**src/rtl/ble_cmd_parser.sv**
```systemverilog
// BLE command parser: frames 5-byte packets (SYNC CMD HI LO CHK) from the UART
// byte stream, checks the XOR checksum and drives held gameplay control levels.
module ble_cmd_parser #(
    parameter logic [7:0] SYNC_BYTE      = 8'hA5,
    parameter int         TIMEOUT_CYCLES = 32768,
    parameter logic [7:0] CMD_HIT        = 8'h01,
    parameter logic [7:0] CMD_PAN        = 8'h02
) (
    input  logic        clk_in,
    input  logic        rst_in,
    input  logic [7:0]  byte_in,
    input  logic        byte_valid_in,
    output logic        pkt_valid_out,
    output logic [7:0]  pkt_cmd_out,
    output logic [15:0] pkt_data_out,
    output logic        hit_out,
    output logic        pan_left_out,
    output logic        pan_right_out,
    output logic [7:0]  err_count_out
);

    localparam int CW = (TIMEOUT_CYCLES > 2) ? $clog2(TIMEOUT_CYCLES) : 1;
    localparam logic [CW-1:0] TO_LAST = CW'(TIMEOUT_CYCLES - 1);

    typedef enum logic [2:0] {
        S_IDLE,
        S_GOT_SYNC,
        S_GOT_CMD,
        S_GOT_HI,
        S_GOT_LO
    } state_t;

    state_t state_q, state_d;
    logic [CW-1:0] cnt_q, cnt_d;
    logic timeout;

    logic [7:0] cmd_q, cmd_d, hi_q, hi_d, lo_q, lo_d;
    logic valid_q, valid_d;
    logic [7:0] pcmd_q, pcmd_d;
    logic [15:0] pdata_q, pdata_d;
    logic hit_q, hit_d, left_q, left_d, right_q, right_d;
    logic [7:0] err_q, err_d;

    logic chk_seen, chk_ok;
    logic [15:0] payload;

    always_ff @(posedge clk_in) begin
        if (rst_in) begin
            state_q <= S_IDLE;
            cnt_q   <= '0;
        end else begin
            state_q <= state_d;
            cnt_q   <= cnt_d;
        end
    end

    // An accepted byte always beats the timeout, even on the last allowed cycle.
    always_comb begin
        state_d = state_q;
        cnt_d   = cnt_q;
        timeout = 1'b0;
        if (byte_valid_in) begin
            cnt_d = '0;
            case (state_q)
                S_IDLE:     if (byte_in == SYNC_BYTE) state_d = S_GOT_SYNC;
                S_GOT_SYNC: state_d = S_GOT_CMD;
                S_GOT_CMD:  state_d = S_GOT_HI;
                S_GOT_HI:   state_d = S_GOT_LO;
                S_GOT_LO:   state_d = S_IDLE;
                default:    state_d = S_IDLE;
            endcase
        end else if (state_q == S_IDLE) begin
            cnt_d = '0;
        end else if (cnt_q == TO_LAST) begin
            state_d = S_IDLE;
            cnt_d   = '0;
            timeout = 1'b1;
        end else begin
            cnt_d = cnt_q + 1'b1;
        end
    end

    assign payload  = {hi_q, lo_q};
    assign chk_seen = byte_valid_in && (state_q == S_GOT_LO);
    assign chk_ok   = (byte_in == (cmd_q ^ hi_q ^ lo_q));

    always_comb begin
        cmd_d   = cmd_q;
        hi_d    = hi_q;
        lo_d    = lo_q;
        valid_d = 1'b0;
        pcmd_d  = pcmd_q;
        pdata_d = pdata_q;
        hit_d   = hit_q;
        left_d  = left_q;
        right_d = right_q;
        err_d   = err_q;
        if (byte_valid_in && state_q == S_GOT_SYNC) cmd_d = byte_in;
        if (byte_valid_in && state_q == S_GOT_CMD)  hi_d  = byte_in;
        if (byte_valid_in && state_q == S_GOT_HI)   lo_d  = byte_in;
        if (chk_seen && chk_ok) begin
            valid_d = 1'b1;
            pcmd_d  = cmd_q;
            pdata_d = payload;
            if (cmd_q == CMD_HIT) begin
                hit_d = |payload;
            end else if (cmd_q == CMD_PAN) begin
                left_d  = payload[15];
                right_d = !payload[15] && (|payload);
            end
        end
        if (((chk_seen && !chk_ok) || timeout) && err_q != 8'hFF)
            err_d = err_q + 8'd1;
    end

    always_ff @(posedge clk_in) begin
        if (rst_in) begin
            cmd_q   <= '0;
            hi_q    <= '0;
            lo_q    <= '0;
            valid_q <= 1'b0;
            pcmd_q  <= '0;
            pdata_q <= '0;
            hit_q   <= 1'b0;
            left_q  <= 1'b0;
            right_q <= 1'b0;
            err_q   <= '0;
        end else begin
            cmd_q   <= cmd_d;
            hi_q    <= hi_d;
            lo_q    <= lo_d;
            valid_q <= valid_d;
            pcmd_q  <= pcmd_d;
            pdata_q <= pdata_d;
            hit_q   <= hit_d;
            left_q  <= left_d;
            right_q <= right_d;
            err_q   <= err_d;
        end
    end

    assign pkt_valid_out = valid_q;
    assign pkt_cmd_out   = pcmd_q;
    assign pkt_data_out  = pdata_q;
    assign hit_out       = hit_q;
    assign pan_left_out  = left_q;
    assign pan_right_out = right_q;
    assign err_count_out = err_q;

endmodule
```
**config.mk**
```make
export PLATFORM = sky130hd
export DESIGN_NAME = ble_cmd_parser
export DESIGN_NICKNAME = d
export VERILOG_FILES = /design/src/rtl/ble_cmd_parser.sv
export SDC_FILE = /design/constraint.sdc
export NUM_CORES = 1
export LEC_CHECK = 0
export CAP_MARGIN = 20
export CORE_ASPECT_RATIO = 0.8
export CORE_MARGIN = 4
export CORE_UTILIZATION = 30
export CTS_BUF_LIST = sky130_fd_sc_hd__clkbuf_8
export CTS_CLUSTER_DIAMETER = 30
export DETAILED_ROUTE_END_ITERATION = 8
export PLACE_DENSITY = 0.48
export SLEW_MARGIN = 20
export SYNTH_ARGS = -nofsm -noshare
export SYNTH_HDL_FRONTEND = slang
export SYNTH_SLANG_ARGS = --single-unit
```
**constraint.sdc**
```tcl
create_clock -name clk_in -period 2.5 [get_ports clk_in]
set_input_delay 0.5 -clock clk_in [delete_from_list [all_inputs] [get_ports clk_in]]
set_output_delay 0.5 -clock clk_in [all_outputs]
set_load 0.005 [all_outputs]
```
==> run_results.csv, run 1 <==
group,metric,value,unit
cts,clkTransAtPathRegs,80,ps
setup_path,cpMostUsedCell,"buf_4",
hold_path,hold_class,"reg -> reg",
cts,cts_tree,"built",
timing,skew,10.0,ps
job,max-cap-violations,0,
synthesis,ys_seq_elements,78,
place,dp_hpwl,5.94,mm
place,placed_cell_area,4140,sq um
outcome,status,"completed",
synthesis,syn_nets,394,
drt,ant_nets,0,
floorplanning,ios,47,
drt,post_drt_wl_per_cell,14.2,um
setup_path,crit_family,"buffers and inverters",
setup_path,path_buf_inv,4,
cts,cts_buffers,9,
timing,post-route-period-util,94.8,%
setup_path,arrival,2670,ps
synthesis,yosys_warnings,0,
synthesis,synth-edff-count,0,
setup_path,critPathLaunchType,"input pin",
cts,htree_levels,3,
setup_path,cpMaxStageDelayCell,"or4_1",
setup_path,critPathMaxFanout,12,
place,placed_cells,579,
timing,hold_viol,0,
power,cellLeakagePower,0.00165,uW
cts,insertion_delay,360,ps
timing,period_minus_slack,2370,ps
synthesis,yosysTopAreaCell,"dfxtp_1",
finish,num-fill-cells,1097,
cts,holdBufCountCts,0,
global_routing,grtUsageTotal,13.5,%
finish,diodes,0,
setup_path,r2r_setup_slack,200,ps
power,p_per_area,495,nW/um^2
floorplanning,core_area,10900,sq um
synthesis,async_reset_ff_share,0,%
timing,tightest_slew,429,ps
finish,drive_above_1_share,12.0,%
floorplanning,start_util,30.8,%
finish,stdcell_count,593,
synthesis,syn_area_per_cell,8.83,sq um
synthesis,ys_seq_area_share,46.4,%
setup_path,cp.required,2790,ps
timing,relSlewSlack,71.3,%
floorplanning,fp.dieW,126,um
synthesis,synth_top_area_share,46.4,%
cts,clockRootBuffer,"clkbuf_8",
cts,post-cts-setup-buffers,0,
cts,clock_sinks,78,
cts,clk_path_buf_depth,2,
synthesis,ys_top_cells_by_area,"dfxtp_1, mux2i_1, nand2_1, xnor2_1, nor2_1",
finish,area_growth,27.9,%
setup_path,critical_path.cell_chain,"clkdlybuf4s50_1, xor2_1, xnor2_1, nor4_2, buf_4, buf_4, and3b_4, buf_12, or4_1, a21oi_1",
finish,fin_area,4310,sq um
drt,drt_wl_total,8.41,mm
floorplanning,design.die.area,13000,sq um
global_routing,grt_pass1_vias,2685,
global_routing,grt_pass1_wl,13.8,mm
timing,max_freq,422,MHz
synthesis,synth_flop_cell,"dfxtp_1",
drt,via_count,2809,
floorplanning,fp.dieH,103,um
drt,drtIter0Drc,126,
floorplanning,rows,34,
synthesis,synthCells,381,
global_routing,grt_max_degree,31,
global_routing,grt-ovfl-total,0,
setup_path,slowest_delay,500,ps
setup_path,end_kind,"flop",
power,vdd_drop_max,0.276,mV
global_routing,antenna_found_initial,0,
timing,rsz0062_at_grt,"false",
timing,setup_violations,0,
finish,nNetsFinal,459,
place,port_buffers,46,
drt,drtPass1Iterations,4,
drt,via_per_inst,4.74,
place,place.gp.congestion,0.755,
synthesis,synth_area,3370,sq um
timing,slew_violations,0,
setup_path,critPathKind,"in -> reg",
synthesis,synth_cell_types,41,
drt,drc_errors,0,
timing repair:
item / CTS / global route
hold endpoints to repair: 0 / 0
resized for setup: 0 / 3
endpoints found under the setup margin: 0 / 12
layer usage:
metal,share of wire [%],track usage [%],vias up
met5,0,0,-
met4,1.6,3.79,0
met3,4.3,4.66,14
met2,44,21.2,52
met1,50,17.8,1305
li1,-,-,1438
state kept, by name (all words and copies together), names as in the netlist:
name	flops
pkt_data_out	16
cnt_q	15
cmd_q	8
err_count_out	8
hi_q	8
lo_q	8
pkt_cmd_out	8
state_q	3
hit_out	1
pan_left_out	1
pan_right_out	1
pkt_valid_out	1
cell type report:
cell class | count | area (sq um) | area share, %
Clock buffer | 10 | 138 | 3.20
Clock inverter | 4 | 17.5 | 0.407
Inverter | 5 | 18.8 | 0.436
Multi-Input combinational cell | 280 | 1730 | 40.1
Sequential cell | 78 | 1560 | 36.3
Tap cell | 144 | 180 | 4.18
Timing Repair Buffer | 72 | 663 | 15.4
power by group:
group	leakage, uW	switching (uW)	internal [uW]	total [uW]
Sequential	0.000628	0.318	1240	1240
Combinational	0.000936	44.4	38.3	82.7
Clock	0.0000904	441	366	808
Total	0.00165	486	1650	2130
stage by stage:
stage	utilization (%)	total power (uW)	setup slack [ps]	hold slack (ps)	TNS, ps
after CTS	39.2	2170	98.6	502	0
final	39.4	2130	129	487	0
after global routing	39.4	2230	19.4	498	0
after detailed placement	37.8	1350	-257	483	-6330
after global placement	37.8	1350	-230	446	-5570
after floorplan	-	1300	299	430	0
placed cells by master (no fill, tap or decap), drive strengths merged, types with 2 or more instances in the layout:
cell,instances
a21boi,2
a21oi,35
a31oi,2
and3,3
buf,27
clkbuf,10
clkdlybuf4s50,45
clkinv,2
dfxtp,78
ha,2
inv,7
mux2,2
mux2i,25
nand2,59
nand2b,3
nand3,10
nand4,4
nor2,49
nor2b,3
nor3,7
nor4,9
nor4b,2
nor4bb,2
o21ai,4
o31ai,5
or2,3
or3,2
or4,5
xnor2,22
xor2,14
Yosys cell counts (2+ instances only):
library cell / count
buf_2: 3
nand2b_1: 3
nor3_1: 6
mux2i_1: 25
a31oi_1: 2
nand4_1: 3
a21boi_0: 2
nand2_1: 59
a21oi_1: 35
nor2b_1: 3
xnor2_1: 22
dfxtp_1: 78
and3_1: 2
nor4bb_1: 2
ha_1: 2
inv_1: 5
o21ai_0: 4
or3_1: 2
or2_2: 3
clkbuf_1: 14
or4_1: 5
o31ai_1: 5
nand3_1: 9
xor2_1: 14
nor2_1: 49
nor4_1: 9
cells by family after synthesis:
group	synth area share, %
compound gates	8.22
xor+xnor	9.37
fa+ha+maj	0.743
buf+inv	2.90
flops	46.4
mux	8.10
simple gates	24.3
worst paths after layout:
kind / start / to / cells after the start
setup / recovery: byte_in[7] / err_count_out[3]$_SDFFE_PP0P_ / 10
hold / removal: cnt_q[0]$_SDFF_PP0_ / cnt_q[0]$_SDFF_PP0_ / 1
setup reg to reg: cnt_q[0]$_SDFF_PP0_ / err_count_out[3]$_SDFFE_PP0P_ / 8
hold reg to reg: cnt_q[0]$_SDFF_PP0_ / cnt_q[0]$_SDFF_PP0_ / 1
Power figures use the tool's default switching activity.
==> inputs of run 2 (changes only) <==
--- a/config.mk
+++ b/config.mk
@@ -7,2 +7,3 @@
 export LEC_CHECK = 0
+export ABC_CLOCK_PERIOD_IN_PS = 2500
 export CAP_MARGIN = 20
==> constraint.sdc (replaced) <==
create_clock -name clk_in -period 2.5 [get_ports clk_in]
set_input_delay 0.25 -clock clk_in [delete_from_list [all_inputs] [get_ports clk_in]]
set_output_delay 0.25 -clock clk_in [all_outputs]
set_load 0.005 [all_outputs]
==> run 2 against run 1 <==
Register-to-register slack lost 20 ps. Critical endpoint is now err_count_out[5]$_SDFFE_PP0P_. Highest routed layer unchanged. Total power is 11% higher. Die area is the same. Worst setup slack better by 55 ps. First-iteration DRC count increased by 55%. Combinational power fell by 4.8%. Largest cell class unchanged.
==> run_results.csv, run 2 (synthesized netlist as in run 1, its figures left out) <==
group,metric,value,unit
timing,slew_violations,0,
cts,clockRootBuffer,"clkbuf_8",
finish,num-fill-cells,1075,
finish,final_util,39.5,%
global_routing,grt_pass1_vias,2739,
timing,setup_violations,0,
floorplanning,fp.dieH,103,um
setup_path,critical_path.cell_chain,"ha_2, nand4_2, nor3_4, nor4b_4, and3b_4, buf_12, or4_1, a21oi_1",
floorplanning,core_area,10900,sq um
finish,fin_area,4320,sq um
timing,post-route-period-util,92.6,%
cts,cts_tree,"built",
power,cellLeakagePower,0.00164,uW
timing,relSlewSlack,63.0,%
timing,fin_tns_setup,0,ps
finish,drive_above_1_share,11.2,%
global_routing,antenna_found_initial,0,
cts,clkTransAtPathRegs,90,ps
timing,rsz0062_at_grt,"false",
setup_path,r2r_cells,8,
drt,post_drt_wl_per_cell,14.0,um
place,pre_cts_slack,66.2,ps
floorplanning,fp.dieW,126,um
setup_path,r2r_start,"cnt_q[0]$_SDFF_PP0_",
job,max-cap-violations,0,
cts,clock_sinks,78,
place,placed_cell_area,4080,sq um
power,vdd_drop_max,0.363,mV
hold_path,hold_class,"in -> reg",
cts,cts_buffers,9,
global_routing,grt-ovfl-total,0,
drt,drt_wl_total,8.23,mm
drt,via_per_inst,4.77,
finish,diodes,0,
floorplanning,start_util,30.8,%
outcome,status,"completed",
drt,drc_errors,0,
setup_path,slowest_delay,500,ps
finish,regArea,1560,sq um
finish,multiInputGateArea,1710,sq um
global_routing,grt_pass1_wl,13.8,mm
setup_path,arrival,2600,ps
setup_path,cp.required,2780,ps
timing,fin_ws,184,ps
setup_path,critPathMaxFanout,12,
power,p_per_area,550,nW/um^2
timing,skew,11.9,ps
finish,area_growth,28.2,%
setup_path,end_kind,"flop",
finish,layout_commonest_cell,"dfxtp_1",
drt,ant_nets,0,
drt,via_count,2808,
place,dp_hpwl,5.95,mm
timing,period_minus_slack,2320,ps
hold_path,min_to,"pkt_data_out[0]$_SDFFE_PP0P_",
setup_path,timing.rr.end,"err_count_out[5]$_SDFFE_PP0P_",
place,place.gp.congestion,0.764,
power,power,2370,uW
cts,clk_path_buf_depth,2,
floorplanning,rows,34,
cts,insertion_delay,350,ps
finish,largest_register_ffs,16,
setup_path,critPathLaunchType,"flop",
floorplanning,design.die.area,13000,sq um
floorplanning,ios,47,
timing,hold_viol,0,
place,port_buffers,46,
finish,mostFrequentLayoutCells,"dfxtp_1, nand2_1, nor2_1",
drt,drtPass1Iterations,4,
global_routing,grtUsageTotal,13.3,%
timing,max_freq,432,MHz
drt,drtIter0Drc,195,
setup_path,critPathKind,"reg -> reg",
global_routing,grt_max_degree,41,
setup_path,cpMaxStageDelayCell,"or4_1",
hold_path,min_path_cells,2,
finish,nNetsFinal,453,
timing,tightest_slew,550,ps
hold_path,hp-start,"rst_in",
cts,htree_levels,3,
setup_path,r2r_setup_slack,180,ps
## run 2: changes by cell type in the layout (fill, tap and decap cells not counted)
cell,previous run,this run
buf_4,25,19
bufinv_16,0,2
clkinvlp_4,0,2
inv_1,7,5
nor4_1,8,9
nor4_2,1,0
o22ai_1,0,1
o22ai_2,1,0
## run 2: worst max-delay path by stage
stage / slack [ps] / cells after the start / endpoint / from
2_1_floorplan: 300 / 8 / err_count_out[4]$_SDFFE_PP0P_ / cnt_q[0]$_SDFF_PP0_
3_3_place_gp: 130 / 8 / pan_left_out$_SDFFE_PP0P_ / byte_in[1]
3_5_place_dp: 70 / 8 / pan_left_out$_SDFFE_PP0P_ / byte_in[1]
4_1_cts: 120 / 8 / err_count_out[3]$_SDFFE_PP0P_ / cnt_q[0]$_SDFF_PP0_
5_1_grt: 9 / 8 / err_count_out[3]$_SDFFE_PP0P_ / cnt_q[0]$_SDFF_PP0_
6_report: 180 / 8 / err_count_out[5]$_SDFFE_PP0P_ / cnt_q[0]$_SDFF_PP0_
## run 2: power breakdown
group	total, uW	internal [uW]	switching (uW)
combinational	78.7	35.6	43.0
clock	1050	586	467
sequential	1240	1240	0.314
## run 2: layer usage
metal | global-route usage [%] | routed length [um] | vias to the layer above | part of all wire (%)
met5 | 0 | 0 | - | 0
met4 | 3.79 | 97 | 0 | 1.2
met3 | 4.25 | 461 | 9 | 5.6
met2 | 20.7 | 3630 | 56 | 44
met1 | 17.8 | 4040 | 1322 | 49
li1 | - | - | 1421 | -
## run 2: final cells by class
cell class,count,area share (%)
Multi-Input combinational cell,280,39.7
Clock inverter,6,1.97
Tap cell,144,4.18
Timing Repair Buffer,66,14.3
Clock buffer,10,3.19
Inverter,5,0.435
Sequential cell,78,36.2
## run 2: repair_timing
action	4_1_cts	5_1_grt
endpoints found under the setup margin	0	3
endpoints found under the hold margin	0	0
buffers inserted	0	1
hold buffers	0	0
resized for setup	0	1
## run 2: per-stage QoR
| stage | std cells | hold slack, ps |
|---|---|---|
| after floorplan | 381 | 329 |
| after global placement | 572 | 445 |
| after detailed placement | 572 | 458 |
| after CTS | 588 | 221 |
| after global routing | 589 | 232 |
| final | 589 | 239 |
## run 2: worst max-delay path: cells and delay by family, from the launching register on
kind	cells	cell delay (ps)
and+or+nand+nor	5	1370
AOI/OAI and AO/OA	1	140
DFF	1	380
buffers and inverters	1	130
adders and majority gates	1	230
